$ cat config.mk
export PLATFORM = sky130hd
export DESIGN_NAME = fir_mac_scheduler
export DESIGN_NICKNAME = d
export VERILOG_FILES = /design/src/rtl/fir_mac_scheduler.sv
export SDC_FILE = /design/constraint.sdc
export NUM_CORES = 1
export LEC_CHECK = 0
export CORE_ASPECT_RATIO = 0.75
export CORE_MARGIN = 3
export CORE_UTILIZATION = 49
export CTS_CLUSTER_SIZE = 24
export DETAILED_ROUTE_END_ITERATION = 7
export GPL_TIMING_DRIVEN = 0
export PLACE_DENSITY = 0.94
export RECOVER_POWER = 100
export SLEW_MARGIN = 40
export SYNTH_ARGS = -nofsm -noshare
export SYNTH_HDL_FRONTEND = slang
export SYNTH_SLANG_ARGS = --single-unit
$ cat constraint.sdc
create_clock -name clk -period 4.2 [get_ports clk]
set_input_delay 1.05 -clock clk [delete_from_list [all_inputs] [get_ports clk]]
set_output_delay 1.05 -clock clk [all_outputs]
set_load 0.02 [all_outputs]
$ cat src/rtl/fir_mac_scheduler.sv
// Channel arbiter and issue sequencer that time-shares one serial symmetric-FIR MAC between NCH
// channels. Optional build macro FIR_SCHED_FIXED_PRIO_EN selects fixed-priority arbitration.
module fir_mac_scheduler #(
    parameter int unsigned NCH     = 4,
    parameter int unsigned TAPS    = 16,
    parameter int unsigned MAC_LAT = 2,
    parameter int unsigned CHW     = 2,
    parameter int unsigned IW      = 4
) (
    input  logic             clk,
    input  logic             rst_n,
    input  logic             en,
    input  logic [NCH-1:0]   req,
    output logic [NCH-1:0]   grant,
    output logic             busy,
    output logic             mac_vld,
    output logic [CHW-1:0]   mac_ch,
    output logic [IW-1:0]    tap_a_idx,
    output logic [IW-1:0]    tap_b_idx,
    output logic [IW-2:0]    coef_addr,
    output logic             acc_load,
    output logic             acc_last,
    output logic             out_vld,
    output logic [CHW-1:0]   out_ch
);

    localparam int unsigned   HALF    = TAPS / 2;
    localparam logic [IW-2:0] KLast   = (IW-1)'(HALF - 1);
    localparam logic [IW-1:0] TapLast = IW'(TAPS - 1);

    typedef enum logic [0:0] {StIdle, StRun} state_e;

    state_e          state_q, state_d;
    logic [IW-2:0]   k_q, k_d;
    logic [CHW-1:0]  ch_q, ch_d;

    logic            issue;
    logic            last_issue;
    logic            can_grant;
    logic            win_found;
    logic [CHW-1:0]  win_ch;

    assign issue      = (state_q == StRun) && en;
    assign last_issue = issue && (k_q == KLast);
    // A new sample may start only from idle or on the final issue of the current one,
    // which is what gives back-to-back samples without a bubble.
    assign can_grant  = en && rst_n && (|req) && win_found
                        && ((state_q == StIdle) || last_issue);

`ifdef FIR_SCHED_FIXED_PRIO_EN
    always_comb begin
        win_found = 1'b0;
        win_ch    = '0;
        for (int i = 0; i < int'(NCH); i++) begin
            if (!win_found && req[i]) begin
                win_found = 1'b1;
                win_ch    = CHW'(i);
            end
        end
    end
`else
    logic [CHW-1:0] ptr_q, ptr_d;

    // ptr_q holds the first channel to consider: one past the last grant.
    always_comb begin
        int idx;
        idx       = 0;
        win_found = 1'b0;
        win_ch    = '0;
        for (int i = 0; i < int'(NCH); i++) begin
            idx = int'(ptr_q) + i;
            if (idx >= int'(NCH)) begin
                idx = idx - int'(NCH);
            end
            if (!win_found && req[idx]) begin
                win_found = 1'b1;
                win_ch    = CHW'(idx);
            end
        end
    end

    always_comb begin
        ptr_d = ptr_q;
        if (can_grant) begin
            ptr_d = (win_ch == CHW'(NCH - 1)) ? '0 : win_ch + CHW'(1);
        end
    end

    always_ff @(posedge clk or negedge rst_n) begin
        if (!rst_n) begin
            ptr_q <= '0;
        end else begin
            ptr_q <= ptr_d;
        end
    end
`endif

    assign grant = can_grant ? (NCH'(1) << win_ch) : '0;

    always_comb begin
        state_d = state_q;
        k_d     = k_q;
        ch_d    = ch_q;
        if (issue) begin
            k_d = k_q + (IW-1)'(1);
        end
        if (last_issue) begin
            state_d = StIdle;
            k_d     = '0;
        end
        if (can_grant) begin
            state_d = StRun;
            k_d     = '0;
            ch_d    = win_ch;
        end
    end

    always_ff @(posedge clk or negedge rst_n) begin
        if (!rst_n) begin
            state_q <= StIdle;
            k_q     <= '0;
            ch_q    <= '0;
        end else begin
            state_q <= state_d;
            k_q     <= k_d;
            ch_q    <= ch_d;
        end
    end

    // Tags ride alongside the operands so strobes line up with the product at the accumulator.
    logic [MAC_LAT-1:0] tag_vld_q;
    logic [MAC_LAT-1:0] tag_first_q;
    logic [MAC_LAT-1:0] tag_last_q;
    logic [CHW-1:0]     tag_ch_q [MAC_LAT];
    logic               out_vld_q;
    logic [CHW-1:0]     out_ch_q;

    always_ff @(posedge clk or negedge rst_n) begin
        if (!rst_n) begin
            tag_vld_q   <= '0;
            tag_first_q <= '0;
            tag_last_q  <= '0;
            for (int i = 0; i < int'(MAC_LAT); i++) begin
                tag_ch_q[i] <= '0;
            end
            out_vld_q <= 1'b0;
            out_ch_q  <= '0;
        end else begin
            tag_vld_q[0]   <= issue;
            tag_first_q[0] <= issue && (k_q == '0);
            tag_last_q[0]  <= last_issue;
            tag_ch_q[0]    <= ch_q;
            for (int i = 1; i < int'(MAC_LAT); i++) begin
                tag_vld_q[i]   <= tag_vld_q[i-1];
                tag_first_q[i] <= tag_first_q[i-1];
                tag_last_q[i]  <= tag_last_q[i-1];
                tag_ch_q[i]    <= tag_ch_q[i-1];
            end
            out_vld_q <= tag_last_q[MAC_LAT-1];
            out_ch_q  <= tag_ch_q[MAC_LAT-1];
        end
    end

    assign acc_load  = tag_first_q[MAC_LAT-1];
    assign acc_last  = tag_last_q[MAC_LAT-1];
    assign out_vld   = out_vld_q;
    assign out_ch    = out_vld_q ? out_ch_q : '0;
    assign busy      = (state_q == StRun) || (|tag_vld_q) || out_vld_q;

    assign mac_vld   = issue;
    assign mac_ch    = issue ? ch_q : '0;
    assign tap_a_idx = issue ? {1'b0, k_q} : '0;
    assign tap_b_idx = issue ? (TapLast - {1'b0, k_q}) : '0;
    assign coef_addr = issue ? k_q : '0;

endmodule

==> flow_summary.ini, run 1 <==
[status]
outcome = complete, no violations

[clocking]
cts_hold_buffers = 0
clock_path_buffers = 2
cts_tree = done
clk_latency_ns = 0.31
path_clk_slew_ns = 0.11
cts_root_buf = clkbuf_4
cts_buffers = 3
post_cts_buffers = 0
cts.sinks = 21
cts-htree-levels = 1

[cells_and_area]
drive_gt1_share_pct = 13.4
stdcell_count = 149
final_nets = 142
antenna_cells = 0
area_growth_pct = 31.1

[synth]
ys_seq_area_share_pct = 50.1
synth_fp_nets = 108
yosysTopAreaCell = dfrtp_1
ys.flop_type = dfrtp_1
synthArstFlopShare_pct = 100
synth_area_um2 = 1050
ys_top_cells_by_area = dfrtp_1 50%, ha_1 8.3%, and2_1 4.2%
netlist_instances = 94
synth_area_per_cell_um2 = 11.2
ys_warn_count = 0
synth_edf_count = 0
synth_top_area_share_pct = 50.1
yosys_register_bits = 21
yosysUniqueCellTypes = 33

[critical_path]
critPathRequiredTime_ns = 3.15
path_max_fanout = 10
max_stage_delay_ns = 0.66
worstSetupEndpointType = primary output
crit_arrival_ns = 2.96
critPathBufInv = 4
cp_slowest_cell = dlygate4sd3_1
path_cells = clkdlybuf4s50_1, nand2_1, clkbuf_1, nor2_1, buf_4, dlygate4sd3_1
path_delay_family = buffers and inverters
startpoint_type = input port
worstSetupPathType = in -> out

[sta]
rsz0062_at_grt = false
holdWs_ns = 0.361
fmax_mhz = 250
final-max-slew-violation-count = 0
worst_pin_slew_ns = 0.525
setup_viol = 0
fin_crit_ns = 4.01
period_share_pct = 95.4
relSlewSlack_pct = 64.7
hold_viol = 0
finClkSkew_ns = 0.00743

[placement]
post-dp-hpwl_mm = 1.62
dp_cells = 145
portBuffers = 29
gp_congestion = 0.745

[drt]
via_count = 829
drt-initial-drc-count = 22
ant_nets = 0
post_drt_wl_per_cell_um = 14.1
dr.pass1.iters = 4
viasPerCell = 5.56
route.detailed.drc = 0
drt-total-wl_mm = 2.11

[floorplan]
design.core.area_um2 = 1870
rows = 13
fp.dieW_um = 59.4
initial_utilization_pct = 56.1
num_io_pins = 31
die_h_um = 46.1
design.die.area_um2 = 2740

[global_routing]
grt_usage_pct = 18.7
overflow = 0
grt_pass1_vias = 839
grt_max_degree = 23
grt_pass1_wl_mm = 3.71
antenna_found_initial = 0

[power]
power.density_nw_per_um2 = 528
p_leak_uw = 0.000685
peakVddDrop_mv = 0.371

[flow_run]
max_cap_viol_count = 0

[min_path]
hold_path.class = reg -> reg
[path summary, 6_finish.rpt]
check / from / to / slack (ns) / cells past startpoint
setup / recovery: en / tap_a_idx[1] / 0.19 / 6
max in group asynchronous: rst_n / k_q[1] / 3.22 / 1
hold / removal: tag_first_q[0] / tag_first_q[1] / 0.36 / 0
min in group asynchronous: rst_n / tag_last_q[0] / 0.66 / 1
hold reg to reg: tag_first_q[0] / tag_first_q[1] / 0.36 / 0
setup reg to reg: k_q[0] / ptr_q[0] / 2.45 / 5
[final cells by class]
class	instances	area, µm²
sequential	21	526
fill	131	494
multi-input combinational	62	463
timing repair buffer	29	270
buffer	6	41.3
tap	22	27.5
clock buffer	3	22.5
inverter	5	18.8
clock inverter	1	7.51
[worst register-to-register path, cell delays in order (launching register included)]
cell and delay (ns):
dfrtp_1 0.42, ha_1 0.17, ha_1 0.27, nor2b_4 0.09
or3_1 0.39, o41a_1 0.32
[sequential cells by signal, indices dropped and copies added (netlist names)]
register     cells
k_q              3
out_ch_q         2
ch_q             2
tag_first_q      2
tag_vld_q        2
ptr_q            2
state_q          1
tag_ch_q         4
tag_last_q       2
out_vld          1
[metal layers]
metal	vias up	GRT usage [%]	wire length, µm
met4	0	6.79	30
met3	5	5.04	152
met1	406	21.2	831
met5	-	0	0
met2	29	34.0	1090
li1	389	-	-
[per-stage QoR]
stage | TNS [ns] | cell area [µm²] | utilization (%) | power (µW) | setup slack, ns
2_1_floorplan | 0 | 1050 | - | 509 | 1.14
3_3_place_gp | -1.28 | 1370 | 73.1 | 624 | -0.321
3_5_place_dp | -0.0992 | 1360 | 72.8 | 648 | -0.0560
4_1_cts | 0 | 1400 | 74.6 | 748 | 0.00547
5_1_grt | 0 | 1380 | 73.6 | 782 | 0.0461
6_report | 0 | 1380 | 73.6 | 727 | 0.194
[layout by cell type, fill, tap and decap left out, types with 2 or more instances in the layout]
| master | instances |
|---|---|
| a21oi_1 | 3 |
| and2_0 | 3 |
| and2_1 | 4 |
| and3_1 | 4 |
| buf_4 | 5 |
| clkbuf_1 | 3 |
| clkbuf_4 | 3 |
| clkdlybuf4s50_1 | 4 |
| dfrtp_1 | 21 |
| dlygate4sd2_1 | 2 |
| dlygate4sd3_1 | 20 |
| ha_1 | 7 |
| inv_1 | 5 |
| nand2_1 | 5 |
| nand2b_1 | 2 |
| nor2_1 | 8 |
| nor3_2 | 2 |
| o211ai_1 | 2 |
| o31ai_1 | 5 |
| or3_1 | 2 |
[cells by family (layout without fill, tap and decap cells)]
family / after synthesis / in the layout / share of synthesized area (%)
buffers and inverters: 11 / 44 / 5.72
other: 1 / 1 / 0.357
muxes: 2 / 2 / 2.38
DFF: 21 / 21 / 50.1
and+or+nand+nor: 37 / 37 / 22.6
adders and majority gates: 7 / 7 / 8.34
AOI/OAI and AO/OA: 15 / 15 / 10.5
[report_power, final]
group / switching, µW / total (µW) / internal (µW) / leakage, µW
logic: 166 / 309 / 143 / 0.000407
clock network: 64.2 / 101 / 36.4 / 0.0000139
registers: 45.8 / 317 / 271 / 0.000263
total: 276 / 727 / 451 / 0.000685
[cell usage after synthesis (all sizes together), types with 3 or more instances]
cell    n
dfrtp  21
and2    7
a21oi   3
and3    4
inv     5
nor2    8
buf     5
o31ai   5
nand2   5
ha      7
[repair_timing]
action                     CTS  global route
gates cloned                 0             0
resized for setup            3             3
pin swaps                    0             1
setup endpoints to repair    2             2
No activity file was read; power rests on OpenSTA's default activity.
==> run 2: changes to the inputs <==
--- a/config.mk
+++ b/config.mk
@@ -10,6 +10,7 @@
 export CORE_UTILIZATION = 49
 export CTS_CLUSTER_SIZE = 24
 export DETAILED_ROUTE_END_ITERATION = 7
+export GPL_ROUTABILITY_DRIVEN = 0
 export GPL_TIMING_DRIVEN = 0
 export PLACE_DENSITY = 0.94
 export RECOVER_POWER = 100
==> results of run 2 <==
No change in the layout: final DEF, timing and power equal those of run 1.
